**config.mk**
```make
export PLATFORM = sky130hd
export DESIGN_NAME = nfc_data_out_sequencer_flat
export DESIGN_NICKNAME = d
export VERILOG_FILES = /design/src/rtl/nfc_pkg.sv /design/src/rtl/nfc_data_out_sequencer_if.sv /design/src/rtl/nfc_seq_window_delay.sv /design/src/rtl/nfc_data_out_sequencer.sv /design/src/flat_wrapper.sv
export SDC_FILE = /design/constraint.sdc
export NUM_CORES = 1
export LEC_CHECK = 0
export CORE_MARGIN = 1.5
export CORE_UTILIZATION = 45
export CTS_BUF_LIST = sky130_fd_sc_hd__clkbuf_4 sky130_fd_sc_hd__clkbuf_8
export CTS_CLUSTER_SIZE = 28
export DETAILED_ROUTE_END_ITERATION = 6
export GPL_ROUTABILITY_DRIVEN = 0
export HOLD_SLACK_MARGIN = 0.15
export PLACE_DENSITY = 0.68
export SETUP_SLACK_MARGIN = 0.05
export SYNTH_ARGS = -nofsm -noshare
export SYNTH_HDL_FRONTEND = slang
export SYNTH_HIERARCHICAL = 1
export SYNTH_SLANG_ARGS = --single-unit
```
**constraint.sdc**
```tcl
create_clock -name iSystemClock -period 2.9 [get_ports iSystemClock]
set_clock_uncertainty 0.05 [all_clocks]
set_input_delay 0.29 -clock iSystemClock [delete_from_list [all_inputs] [get_ports iSystemClock]]
set_output_delay 0.29 -clock iSystemClock [all_outputs]
set_load 0.005 [all_outputs]
```
**src/rtl/nfc_pkg.sv**
```systemverilog
// nfc_pkg: shared state encoding and constants for the
// NAND DDR data-out sequencer.
package nfc_pkg;

   typedef enum logic [3:0] {
      ST_IDLE      = 4'd0,
      ST_TAPLOAD   = 4'd1,
      ST_TAPWAIT   = 4'd2,
      ST_BUFRST    = 4'd3,
      ST_PREAMBLE  = 4'd4,
      ST_BURST     = 4'd5,
      ST_POSTAMBLE = 4'd6,
      ST_DRAIN     = 4'd7,
      ST_ABORT     = 4'd8,
      ST_DONE      = 4'd9
   } seq_state_t;

   localparam int CAPTURE_ALE_BIT = 0;

endpackage

```
**src/rtl/nfc_data_out_sequencer_if.sv**
```systemverilog
// Command handshake between the channel command engine
// and the data-out sequencer.
interface nfc_data_out_sequencer_if #(
   parameter int BurstWidth = 16
);
   logic                  iCmdValid;
   logic                  oCmdReady;
   logic [BurstWidth-1:0] iByteCount;
   logic                  iTapChange;
   logic [4:0]            iDelayTap;

   modport master (
      output iCmdValid, iByteCount, iTapChange, iDelayTap,
      input  oCmdReady
   );

   modport slave (
      input  iCmdValid, iByteCount, iTapChange, iDelayTap,
      output oCmdReady
   );
endinterface

```
**src/rtl/nfc_seq_window_delay.sv**
```systemverilog
// Fixed-depth shift register that delays the RE toggle
// window into the capture write-enable window.
module nfc_seq_window_delay #(
   parameter int Depth = 3
) (
   input  logic iSystemClock,
   input  logic iModuleReset,
   input  logic iFlush,
   input  logic iWindow,
   output logic oWindow
);
   logic [Depth-1:0] stages;

   always_ff @(posedge iSystemClock or negedge iModuleReset) begin
      if (!iModuleReset) begin
         stages <= '0;
      end else if (iFlush) begin
         stages <= '0;
      end else begin
         stages <= (stages << 1) | Depth'(iWindow);
      end
   end

   assign oWindow = stages[Depth-1];
endmodule

```
**src/rtl/nfc_data_out_sequencer.sv**
```systemverilog
// Sequences one DDR data-out burst: tap load, capture-buffer
// reset, RE toggling with aligned capture window, and drain.
module nfc_data_out_sequencer
   import nfc_pkg::*;
#(
   parameter int BurstWidth      = 16,
   parameter int BufResetCycles  = 4,
   parameter int PreambleCycles  = 2,
   parameter int PostambleCycles = 2,
   parameter int CaptureDelay    = 3,
   parameter int DrainTimeout    = 1024
) (
   input  logic       iSystemClock,
   input  logic       iModuleReset,
   nfc_data_out_sequencer_if.slave cmd,
   input  logic       iAbort,
   output logic       oPI_DelayTapLoad,
   output logic [4:0] oPI_DelayTap,
   input  logic       iPI_DelayReady,
   output logic       oPI_BuffReset,
   output logic       oPI_Buff_WE,
   output logic [3:0] oAddressLatchEnable,
   output logic       oREToggle,
   output logic       oREHold,
   input  logic       iPI_Buff_Empty,
   input  logic       iPI_Buff_Valid,
   input  logic       iPI_Buff_Ready,
   input  logic       iPI_Buff_Last,
   output logic       oBusy,
   output logic       oDone,
   output logic       oError
);
   typedef logic [BurstWidth-1:0] cnt_t;

   // Postamble must cover the tail of the delayed capture window.
   localparam int PostLen =
      (PostambleCycles > CaptureDelay) ? PostambleCycles : CaptureDelay;
   localparam int TmoW = $clog2(DrainTimeout + 1);

   localparam cnt_t CntMax   = '1;
   localparam cnt_t BufLast  = cnt_t'(BufResetCycles - 1);
   localparam cnt_t BufGap   = cnt_t'(BufResetCycles);
   localparam cnt_t PreLast  = cnt_t'(PreambleCycles - 1);
   localparam cnt_t PostLast = cnt_t'(PostLen - 1);
   localparam logic [TmoW-1:0] TmoLast = TmoW'(DrainTimeout - 1);
   localparam logic [TmoW-1:0] TmoMax  = '1;

   seq_state_t      state, nextState;
   cnt_t            cnt, beats, accCnt, reqBeats;
   logic [TmoW-1:0] tmo;
   logic            errFlag;
   logic            accept, abortTake, beatTake, lastBeat;
   logic            winOut;
   logic            unusedEmpty;

   assign unusedEmpty = iPI_Buff_Empty;
   assign accept      = cmd.iCmdValid && (state == ST_IDLE);
   assign reqBeats    = cnt_t'(cmd.iByteCount >> 1)
                      + cnt_t'(cmd.iByteCount[0]);
   assign beatTake    = iPI_Buff_Valid && iPI_Buff_Ready;
   assign lastBeat    = beatTake && iPI_Buff_Last;
   assign abortTake   = iAbort && (state != ST_IDLE)
                      && (state != ST_DONE) && (state != ST_ABORT);

   always_comb begin
      nextState = state;
      unique case (state)
         ST_IDLE: begin
            if (accept) begin
               if (cmd.iByteCount == '0)  nextState = ST_DONE;
               else if (cmd.iTapChange)   nextState = ST_TAPLOAD;
               else                       nextState = ST_BUFRST;
            end
         end
         ST_TAPLOAD:   nextState = ST_TAPWAIT;
         ST_TAPWAIT:   if (iPI_DelayReady) nextState = ST_BUFRST;
         ST_BUFRST:    if (cnt == BufGap) nextState = ST_PREAMBLE;
         ST_PREAMBLE:  if (cnt == PreLast) nextState = ST_BURST;
         ST_BURST:     if (cnt == beats - 1'b1) nextState = ST_POSTAMBLE;
         ST_POSTAMBLE: if (cnt == PostLast) nextState = ST_DRAIN;
         ST_DRAIN: begin
            if (lastBeat)            nextState = ST_DONE;
            else if (tmo == TmoLast) nextState = ST_ABORT;
         end
         ST_ABORT:     if (cnt == BufLast) nextState = ST_DONE;
         ST_DONE:      nextState = ST_IDLE;
         default:      nextState = ST_IDLE;
      endcase
      if (abortTake) nextState = ST_ABORT;
   end

   always_ff @(posedge iSystemClock or negedge iModuleReset) begin
      if (!iModuleReset) begin
         state        <= ST_IDLE;
         cnt          <= '0;
         beats        <= '0;
         accCnt       <= '0;
         tmo          <= '0;
         errFlag      <= 1'b0;
         oPI_DelayTap <= '0;
      end else begin
         state <= nextState;
         if (nextState != state) cnt <= '0;
         else if (cnt != CntMax) cnt <= cnt + 1'b1;
         if (accept) begin
            beats <= reqBeats;
            if (cmd.iTapChange) oPI_DelayTap <= cmd.iDelayTap;
         end
         if (state != ST_DRAIN) begin
            accCnt <= '0;
            tmo    <= '0;
         end else begin
            if (tmo != TmoMax) tmo <= tmo + 1'b1;
            if (beatTake && accCnt != CntMax) accCnt <= accCnt + 1'b1;
         end
         if (nextState == ST_DONE && state != ST_DONE) begin
            errFlag <= (state == ST_ABORT)
                    || ((state == ST_DRAIN)
                        && (({1'b0, accCnt} + 1'b1) != {1'b0, beats}));
         end
      end
   end

   nfc_seq_window_delay #(
      .Depth (CaptureDelay)
   ) u_window_delay (
      .iSystemClock (iSystemClock),
      .iModuleReset (iModuleReset),
      .iFlush       (abortTake),
      .iWindow      (state == ST_BURST),
      .oWindow      (winOut)
   );

   // Abort gates the PHY strobes in the very cycle it arrives.
   assign oREToggle        = (state == ST_BURST) && !abortTake;
   assign oREHold          = (state == ST_PREAMBLE) && !abortTake;
   assign oPI_Buff_WE      = winOut && !abortTake;
   assign oPI_DelayTapLoad = (state == ST_TAPLOAD);
   assign oPI_BuffReset    = ((state == ST_BUFRST) && (cnt < BufGap))
                          || (state == ST_ABORT);
   assign cmd.oCmdReady    = (state == ST_IDLE);
   assign oBusy            = (state != ST_IDLE);
   assign oDone            = (state == ST_DONE);
   assign oError           = (state == ST_DONE) && errFlag;

   always_comb begin
      oAddressLatchEnable = '0;
      oAddressLatchEnable[CAPTURE_ALE_BIT] = oPI_Buff_WE;
   end
endmodule
```
**src/flat_wrapper.sv**
```systemverilog
// flat-port wrapper written by rule: the top's interface ports become plain ports
module nfc_data_out_sequencer_flat import nfc_pkg::*;
#(
   parameter int BurstWidth      = 16,
   parameter int BufResetCycles  = 4,
   parameter int PreambleCycles  = 2,
   parameter int PostambleCycles = 2,
   parameter int CaptureDelay    = 3,
   parameter int DrainTimeout    = 1024
)
  (iSystemClock, iModuleReset, iAbort, oPI_DelayTapLoad, oPI_DelayTap, iPI_DelayReady, oPI_BuffReset, oPI_Buff_WE, oAddressLatchEnable, oREToggle, oREHold, iPI_Buff_Empty, iPI_Buff_Valid, iPI_Buff_Ready, iPI_Buff_Last, oBusy, oDone, oError, cmd_iCmdValid, cmd_iByteCount, cmd_iTapChange, cmd_iDelayTap, cmd_oCmdReady);
  nfc_data_out_sequencer_if #(.BurstWidth(BurstWidth)) cmd_i ();
  input  logic iSystemClock;
  input  logic iModuleReset;
  input  logic iAbort;
  output logic oPI_DelayTapLoad;
  output logic [4:0] oPI_DelayTap;
  input  logic iPI_DelayReady;
  output logic oPI_BuffReset;
  output logic oPI_Buff_WE;
  output logic [3:0] oAddressLatchEnable;
  output logic oREToggle;
  output logic oREHold;
  input  logic iPI_Buff_Empty;
  input  logic iPI_Buff_Valid;
  input  logic iPI_Buff_Ready;
  input  logic iPI_Buff_Last;
  output logic oBusy;
  output logic oDone;
  output logic oError;
  input wire logic [$bits(cmd_i.iCmdValid)-1:0] cmd_iCmdValid;
  input wire logic [$bits(cmd_i.iByteCount)-1:0] cmd_iByteCount;
  input wire logic [$bits(cmd_i.iTapChange)-1:0] cmd_iTapChange;
  input wire logic [$bits(cmd_i.iDelayTap)-1:0] cmd_iDelayTap;
  output wire logic [$bits(cmd_i.oCmdReady)-1:0] cmd_oCmdReady;
  assign cmd_i.iCmdValid = cmd_iCmdValid;
  assign cmd_i.iByteCount = cmd_iByteCount;
  assign cmd_i.iTapChange = cmd_iTapChange;
  assign cmd_i.iDelayTap = cmd_iDelayTap;
  assign cmd_oCmdReady = cmd_i.oCmdReady;
  nfc_data_out_sequencer #(.BurstWidth(BurstWidth), .BufResetCycles(BufResetCycles), .PreambleCycles(PreambleCycles), .PostambleCycles(PostambleCycles), .CaptureDelay(CaptureDelay), .DrainTimeout(DrainTimeout)) u_core (.iSystemClock(iSystemClock), .iModuleReset(iModuleReset), .cmd(cmd_i), .iAbort(iAbort), .oPI_DelayTapLoad(oPI_DelayTapLoad), .oPI_DelayTap(oPI_DelayTap), .iPI_DelayReady(iPI_DelayReady), .oPI_BuffReset(oPI_BuffReset), .oPI_Buff_WE(oPI_Buff_WE), .oAddressLatchEnable(oAddressLatchEnable), .oREToggle(oREToggle), .oREHold(oREHold), .iPI_Buff_Empty(iPI_Buff_Empty), .iPI_Buff_Valid(iPI_Buff_Valid), .iPI_Buff_Ready(iPI_Buff_Ready), .iPI_Buff_Last(iPI_Buff_Last), .oBusy(oBusy), .oDone(oDone), .oError(oError));
endmodule
```
==> flow_summary.json, run 1 <==
{
  "status": "finished, final reports clean",
  "post-route-min-period_ns": 2.78,
  "slew_viol_final": 0,
  "r2r-end": "u_core/cnt[12]",
  "area_growth_pct": 23.4,
  "fin_crit_sh_pct": 95.7,
  "wl_per_cell_um": 15.6,
  "ir_drop_mv": 0.486,
  "drive_gt1_share_pct": 18.8,
  "hp-class": "flip-flop to flip-flop",
  "hold_violations": 0,
  "ys_ff_latch": 72,
  "avgSynthCellArea_um2": 8.74,
  "fin_util_pct": 56.5,
  "cp.arrival_ns": 2.98,
  "worstPathMaxFanout": 8,
  "dp_hpwl_mm": 9.61,
  "diodes": 0,
  "synth_cell_types": 73,
  "tightest_slew_ns": 0.727,
  "p_leak_nw": 2.60,
  "clockBufferDepth": 2,
  "stdcell_count": 819,
  "max_freq_mhz": 360,
  "path_class": "flip-flop to flip-flop",
  "rows": 39,
  "synth_seq_area_share_pct": 34.8,
  "insertion_delay_ns": 0.37,
  "antenna_found_initial": 0,
  "syn_area_um2": 5180,
  "async_flop_share_pct": 100,
  "vias": 4600,
  "tns_ns": 0,
  "ant_nets": 0,
  "cts_tree": "done",
  "fillCellCount": 1019,
  "cp-startpoint": "u_core/beats[0]",
  "drc": 0,
  "finalSetupViolCount": 0,
  "cts_made_buffers": 9,
  "clock_sinks": 72,
  "numPortBuffers": 44,
  "grt_max_degree": 42,
  "die_w_um": 110,
  "grt_first_pass_wirelength_mm": 20.9,
  "drt_iter0_markers": 313,
  "place_inst": 797,
  "yosysMostFrequentCell": "dfrtp_1",
  "multi_input_area_um2": 3230,
  "wl_mm": 12.7,
  "cap_violations": 0,
  "grt_usage_pct": 22.4,
  "cp-start-kind": "flip-flop",
  "hold-worst-slack_ns": 0.432,
  "ys_top_cells_by_count": "dfrtp_1, nand2_1, nor2_1",
  "fp.coreArea_um2": 11300,
  "yosys_warnings": 6,
  "critPathCaptureType": "flip-flop",
  "cp.required_ns": 3.10,
  "htreeDepth": 3,
  "p_per_area_nw_per_um2": 686,
  "synth_top_area_share_pct": 34.8,
  "yosysTopAreaCell": "dfrtp_1",
  "io_pins": 49,
  "synth_edf_count": 0,
  "dr.pass1.iters": 5,
  "start_util_pct": 45.8,
  "rr_startpoint": "u_core/beats[0]",
  "regArea_um2": 1800,
  "relSlewSlack_pct": 51.5,
  "synth_flop_cell": "dfrtp_1",
  "viasPerCell": 5.62,
  "post-place-ws_ns": -0.0422,
  "grt_pass1_vias": 4344,
  "path_clk_slew_ns": 0.08,
  "die_h_um": 110,
  "dieArea_um2": 12200,
  "grt_overflow": 0,
  "hp-start": "u_core/u_window_delay/stages[0]",
  "cts_root_buffer": "clkbuf_8",
  "reg2reg_depth": 12,
  "synth_area_leaders": "dfrtp_1, xnor2_1, xor2_1",
  "regToRegSetupSlack_ns": 0.12,
  "fin_ws_ns": 0.123,
  "final_nets": 712,
  "syn_inst": 593,
  "endpoint": "u_core/cnt[12]"
}
==> cell families after synthesis <==
family / count (synthesis) / share of synthesized area (%)
xor+xnor: 91 / 15.4
mux: 12 / 2.51
simple gates: 268 / 28.9
other cells: 1 / 0.0723
fa+ha+maj: 10 / 2.41
flops: 72 / 34.8
buf+inv: 56 / 4.90
compound gates: 83 / 11.1
==> report_power, final <==
group          switching [W]  total (W)  internal, W
logic                0.00119    0.00227      0.00108
clock network       0.000418   0.000736     0.000318
registers           0.000208    0.00138      0.00117
total                0.00182    0.00439      0.00257
==> repair_timing <==
item                                    4_1_cts  5_1_grt
endpoints found under the setup margin        4       17
pin swaps                                     0        7
resized for setup                             1       20
hold endpoints to repair                     31        0
buffers inserted                              0        5
hold buffers                                  1        0
==> sequential cells by signal, indices dropped and copies added (netlist names) <==
| register | count |
|---|---|
| u_core/u_window_delay/stages | 3 |
| u_core/oPI_DelayTap | 5 |
| u_core/state | 4 |
| u_core/tmo | 11 |
| u_core/accCnt | 16 |
| u_core/cnt | 16 |
| u_core/errFlag | 1 |
| u_core/beats | 16 |
==> layout by cell type, fill, tap and decap left out, drive strengths merged, types with 6 or more instances in the layout <==
| cell | netlist | layout |
|---|---|---|
| clkdlybuf4s50 | 0 | 43 |
| a31oi | 6 | 6 |
| and3 | 18 | 18 |
| and2 | 7 | 7 |
| nor4 | 25 | 25 |
| xnor2 | 47 | 47 |
| dfrtp | 72 | 72 |
| inv | 19 | 20 |
| nand4 | 15 | 15 |
| nor3 | 12 | 12 |
| o211ai | 6 | 6 |
| a21oi | 16 | 16 |
| ha | 10 | 10 |
| clkbuf | 21 | 9 |
| mux2 | 8 | 8 |
| nand3 | 32 | 32 |
| and4 | 6 | 6 |
| nor2 | 54 | 54 |
| nand2 | 66 | 66 |
| nor2b | 7 | 7 |
| buf | 16 | 58 |
| xor2 | 44 | 44 |
| o21ai | 23 | 23 |
==> worst min-delay path by stage <==
stage	cells after the start	end	slack, ns
after global placement	1	u_core/accCnt[10]	0.35
after CTS	1	u_core/u_window_delay/stages[1]	0.43
after detailed placement	1	u_core/accCnt[10]	0.34
after floorplan	0	u_core/accCnt[0]	-0.06
after global routing	1	u_core/u_window_delay/stages[1]	0.47
final	1	u_core/u_window_delay/stages[1]	0.43
==> critical path, stage by stage (launching register included) <==
cell	delay, ns
dfrtp_1	0.42
inv_2	0.10
ha_4	0.14
nor3b_4	0.29
buf_4	0.17
nand4_1	0.17
xnor2_2	0.20
nor4_2	0.27
nand4_1	0.22
a311oi_4	0.27
buf_6	0.18
buf_12	0.13
nor4_2	0.05
==> per-stage QoR <==
stage               power (W)  instance area [um^2]
global route          0.00469                  6400
CTS                   0.00429                  6260
floorplan             0.00271                  5190
finish                0.00439                  6400
detailed placement    0.00352                  6060
global placement      0.00346                  6060
==> cell type report <==
class,instances,share of cell area (%)
inverter,19,1.12
sequential,72,28.2
multi-input combinational,467,50.5
clock inverter,7,0.900
tap,143,2.80
clock buffer,9,1.94
timing repair buffer,102,14.5
==> routing by layer <==
layer / track usage, % / share of wire (%) / vias to the layer above
li1: - / - / 2233
met1: 29.4 / 45 / 2204
met2: 35.7 / 48 / 135
met3: 5.00 / 4.3 / 28
met4: 8.88 / 2.5 / 0
met5: 0 / 0 / -
Note: power is estimated with default switching activity, not from simulation.
==> run 2, diff against run 1 <==
==> constraint.sdc (replaced) <==
create_clock -name iSystemClock -period 2.88 [get_ports iSystemClock]
set_clock_uncertainty 0.05 [all_clocks]
set_input_delay 0.288 -clock iSystemClock [delete_from_list [all_inputs] [get_ports iSystemClock]]
set_output_delay 0.288 -clock iSystemClock [all_outputs]
set_load 0.005 [all_outputs]
==> run 2 against run 1 <==
  * Wire length increased by 2.2%
  * Sequential power is essentially flat
  * First-iteration DRC count is 13% higher
  * Global-route usage up 0.87 points
  * Final cell count is 0.49% higher
  * Setup slack gained 0.023 ns
  * Combinational power is 2% higher
  * Sequential share of layout area down 0.30 points
  * Largest power group unchanged
  * Highest routed layer unchanged
==> flow_summary.json, run 2 (synthesis gave the netlist of run 1 again) <==
{
  "status": "finished, final reports clean",
  "grt_pass1_vias": 4544,
  "pwr-share-seq_pct": 30.1,
  "hold_depth": 1,
  "swShare_pct": 39.6,
  "finalSetupViolCount": 0,
  "numPortBuffers": 44,
  "slew_viol_final": 0,
  "fillCellCount": 1019,
  "design_area_um2": 6460,
  "rr_startpoint": "u_core/beats[1]",
  "mostFrequentLayoutCells": "dfrtp_1, nand2_1, buf_4",
  "ant_nets": 0,
  "relSlewSlack_pct": 50.2,
  "rows": 39,
  "rsz0062_at_grt": "true",
  "drc": 0,
  "layout_commonest_cell": "dfrtp_1",
  "wl_mm": 13.0,
  "grt_first_pass_wirelength_mm": 21.8,
  "diodes": 0,
  "wl_per_cell_um": 15.8,
  "post-route-min-period_ns": 2.73,
  "hp-start": "u_core/u_window_delay/stages[1]",
  "io_pins": 49,
  "clockBufferDepth": 2,
  "drt_iter0_markers": 355,
  "clock_sinks": 72,
  "grt_usage_pct": 23.2,
  "cp-start-kind": "flip-flop",
  "placed_cell_area_um2": 6090,
  "p_leak_nw": 2.65,
  "power_switching_w": 0.00180,
  "ir_drop_mv": 0.554,
  "hold_violations": 0,
  "htreeDepth": 3,
  "drive_gt1_share_pct": 19.1,
  "top_regs": "u_core/accCnt: 16 flops, u_core/beats: 16 flops, u_core/cnt: 16 flops",
  "die_w_um": 110,
  "dieArea_um2": 12200,
  "cts_made_buffers": 9,
  "cap_violations": 0,
  "die_h_um": 110,
  "dp_hpwl_mm": 9.87,
  "fin_crit_sh_pct": 94.9,
  "fin_util_pct": 57.1,
  "cts_root_buffer": "clkbuf_8",
  "regToRegSetupSlack_ns": 0.15,
  "max_freq_mhz": 366,
  "hold_end": "u_core/u_window_delay/stages[2]",
  "cp.required_ns": 3.08,
  "power_w": 0.00454,
  "p_comb_share_pct": 51.2,
  "r2r-end": "u_core/cnt[0]",
  "grt_max_degree": 42,
  "p_per_area_nw_per_um2": 702,
  "p_clk_share_pct": 18.7,
  "critPathCaptureType": "flip-flop",
  "area_growth_pct": 24.7,
  "insertion_delay_ns": 0.37,
  "path_class": "flip-flop to flip-flop",
  "tightest_slew_ns": 0.747,
  "hp-class": "flip-flop to flip-flop",
  "antenna_found_initial": 0,
  "fp.coreArea_um2": 11300,
  "grt_overflow": 0,
  "internal-power_w": 0.00274,
  "final_nets": 716,
  "reg2reg_depth": 10,
  "place_inst": 801,
  "vias": 4638,
  "start_util_pct": 45.8,
  "stdcell_count": 823,
  "cp-startpoint": "u_core/beats[1]",
  "dr.pass1.iters": 5,
  "cts_tree": "done",
  "cp.arrival_ns": 2.93,
  "worstPathMaxFanout": 5,
  "viasPerCell": 5.64,
  "path_clk_slew_ns": 0.08
}
-- run 2: cell count changes in the layout (fill, tap and decap cells not counted), sizes merged --
cell,previous run,this run
clkinvlp,2,1
bufinv,0,1
clkinv,4,1
buf,58,62
clkbuf,9,12
-- run 2: per-stage QoR --
step                worst slack (ns)  setup TNS, ns  hold WS [ns]
floorplan                      0.290              0       -0.0576
global route                 0.00805              0         0.463
CTS                           0.0532              0         0.436
global placement             -0.0133         -0.110         0.338
finish                         0.146              0         0.432
detailed placement            -0.164          -1.82         0.354
-- run 2: worst max path at each step --
stage	cells after the start	slack, ns	endpoint
floorplan	10	0.29	u_core/cnt[10]
global placement	13	-0.01	u_core/cnt[12]
detailed placement	13	-0.16	u_core/cnt[3]
CTS	10	0.05	u_core/cnt[8]
global route	11	0.008	u_core/cnt[2]
finish	10	0.15	u_core/cnt[0]
-- run 2: power groups by stage --
| stage | Clock (W) | Sequential [W] | Combinational, W |
|---|---|---|---|
| 2_1_floorplan | 0 | 0.00131 | 0.00142 |
| 5_1_grt | 0.000922 | 0.00139 | 0.00253 |
| 6_report | 0.000847 | 0.00137 | 0.00232 |
| 3_3_place_gp | 0 | 0.00138 | 0.00212 |
| 3_5_place_dp | 0 | 0.00138 | 0.00218 |
| 4_1_cts | 0.000875 | 0.00137 | 0.00220 |
-- run 2: final cells by class --
class,instances,area [um^2],area share [%]
repair buffers,106,957,14.8
flip-flops and latches,72,1800,27.9
inverters,19,71.3,1.10
multi-input cells,467,3240,50.2
well taps,143,179,2.77
clock buffers,12,159,2.46
clock inverters,4,51.3,0.793
-- run 2: layer usage --
| layer | vias to the layer above | global-route usage, % | wire length [um] |
|---|---|---|---|
| met1 | 2231 | 30.0 | 5830 |
| met3 | 35 | 4.41 | 560 |
| met5 | - | 0 | 0 |
| met4 | 0 | 9.34 | 401 |
| li1 | 2247 | - | - |
| met2 | 125 | 38.3 | 6230 |
-- run 2: worst max-delay path: stages (launching register included) --
cell and delay, ns:
dfrtp_1 0.40, or4_4 0.57, or3_4 0.36, a211oi_4 0.23, nor3_2 0.08, a21oi_1 0.15
nand4_1 0.18, a311oi_4 0.25, buf_6 0.17, buf_4 0.14, nor4_1 0.05
-- run 2: repair_timing --
item | 4_1_cts | 5_1_grt
hold buffers | 1 | 0
pin swaps | 0 | 9
gates cloned | 0 | 0
gates resized for setup | 3 | 20
endpoints found under the setup margin | 10 | 16
hold endpoints to repair | 31 | 0
buffers inserted | 0 | 5
==> edit, RTL diff (flow settings as in run 2) <==
`DrainTimeout` is set to 1024 in 2 places; all go to 2048.
--- a/src/rtl/nfc_data_out_sequencer.sv
+++ b/src/rtl/nfc_data_out_sequencer.sv
@@ -8,7 +8,7 @@
    parameter int PreambleCycles  = 2,
    parameter int PostambleCycles = 2,
    parameter int CaptureDelay    = 3,
-   parameter int DrainTimeout    = 1024
+   parameter int DrainTimeout    = 2048
 ) (
    input  logic       iSystemClock,
    input  logic       iModuleReset,
--- a/src/flat_wrapper.sv
+++ b/src/flat_wrapper.sv
@@ -6,7 +6,7 @@
    parameter int PreambleCycles  = 2,
    parameter int PostambleCycles = 2,
    parameter int CaptureDelay    = 3,
-   parameter int DrainTimeout    = 1024
+   parameter int DrainTimeout    = 2048
 )
   (iSystemClock, iModuleReset, iAbort, oPI_DelayTapLoad, oPI_DelayTap, iPI_DelayReady, oPI_BuffReset, oPI_Buff_WE, oAddressLatchEnable, oREToggle, oREHold, iPI_Buff_Empty, iPI_Buff_Valid, iPI_Buff_Ready, iPI_Buff_Last, oBusy, oDone, oError, cmd_iCmdValid, cmd_iByteCount, cmd_iTapChange, cmd_iDelayTap, cmd_oCmdReady);
   nfc_data_out_sequencer_if #(.BurstWidth(BurstWidth)) cmd_i ();
Behaviour: no difference found for any inputs over 10 cycles, from zero or initial values and one cycle with iModuleReset low; that may be too few to reach the edited logic, so the function may still have changed.
==> edit against run 2 <==
  * The run now ends with setup timing left
  * Sequential cell count up 1
  * Routed wire length down 7.0%
  * Final area down 6.1%
  * Critical path type unchanged
  * Synthesized cell count down 0.34%
  * Via count down 2.6%
  * Area after synthesis down 3.1%
  * Power down 6.5%
  * Worst setup slack worse by 0.21 ns
  * Sequential power up 5%
==> edit: results (changes against run 2) <==
| Metric | Value |
|---|---|
| TritonRoute pass-1 iters | 6 (was 5) |
| FF-to-FF End | u_core/cnt[2] (was u_core/cnt[0]) |
| Mapped Cells | 591 (was 593) |
| Non-Filler Instances | 797 (was 823) |
| CP max-delay cell | or4b_4 (was or4_4) |
| CP arrival | 3.13 ns (was 2.93 ns) |
| Worst setup margin | -0.0620 ns (was 0.146 ns) |
| Failing checks | setup timing |
| Maximum vdd ir drop | 568 uV (was 554 uV) |
| Library cells used by synthesis | 56 (was 73) |
| Share of cells above drive strength 1 | 0.128 (was 0.191) |
| Post-synthesis sequential area ratio | 0.364 (was 0.348) |
| HPWL after DPL | 8910 um (was 9870 um) |
| Critical Path Fanout Max | 16 (was 5) |
| DRT met1 WL | 5410 um (was 5830 um) |
| Crit path launch | u_core/beats[0] (was u_core/beats[1]) |
| Outcome | finished with violations (was finished, final reports clean) |
| GRT met2 Usage | 0.359 (was 0.383) |
| Length in cells of the worst reg-to-reg path | 11 (was 10) |
| Slew HR | 0.379 (was 0.502) |
| GRT Util Overall | 0.223 (was 0.232) |
| Cell leakage power | 2.45 nW (was 2.65 nW) |
| First-pass GRT wire length | 20800 um (was 21800 um) |
| Vias in the first global route | 4328 (was 4544) |
| Setup violators final | 16 (was 0) |
| Met3 Usage GRT | 0.0424 (was 0.0441) |
| Reg2reg start | u_core/beats[0] (was u_core/beats[1]) |
| Largest net degree at the start of global routing | 74 (was 42) |
| Fin nets | 693 (was 716) |
| Drt total wl | 12100 um (was 13000 um) |
==> edit: cell types whose count changed in the layout (fill, tap and decap cells not counted), sizes merged, moves of 4 or more <==
cell,run 2,this run
buf,62,40
o21ai,23,34
nand2,66,57
nor2,54,62
a21oi,16,9
inv,20,14
nor2b,7,13
nor3,12,18
mux2i,4,9
o211ai,6,2
o22ai,4,0
xnor2,47,43
==> edit: metrics by stage <==
step	setup slack (ns)	util	instance area (sq um)
CTS	-0.143	0.552	5980
floorplan	-0.220	-	5080
global route	-0.196	0.560	6070
detailed placement	-0.148	0.530	5740
global placement	-0.113	0.530	5740
finish	-0.0620	0.560	6070
==> edit: cell type report <==
cell class	count	area, sq um
Clock inverter	4	50.0
Fill cell	979	4770
Tap cell	140	175
Inverter	14	55.1
Multi-Input combinational cell	470	3040
Clock buffer	12	165
Timing Repair Buffer	84	756
Sequential cell	73	1830
==> edit: logic make-up after synthesis <==
kind of cell / share of synthesized area
other cells: 0.000746
fa+ha+maj: 0.0249
simple gates: 0.292
flops: 0.364
compound gates: 0.0956
mux: 0.0336
xor+xnor: 0.146
buf+inv: 0.0436
==> edit: power by group through the flow <==
| stage | registers (mW) | clock network, mW | logic, mW |
|---|---|---|---|
| after floorplan | 1.34 | 0 | 1.31 |
| final | 1.44 | 0.861 | 1.95 |
| after global routing | 1.47 | 0.927 | 2.15 |
| after global placement | 1.44 | 0 | 1.88 |
| after CTS | 1.44 | 0.887 | 1.94 |
| after detailed placement | 1.46 | 0 | 1.92 |
==> edit: repair_timing <==
action | 4_1_cts | 5_1_grt
gates resized for setup | 2 | 8
endpoints found under the hold margin | 73 | 0
setup buffers | 2 | 8
setup endpoints to repair | 17 | 20
pin swaps | 6 | 7
hold buffers | 1 | 0
cloned | 0 | 0
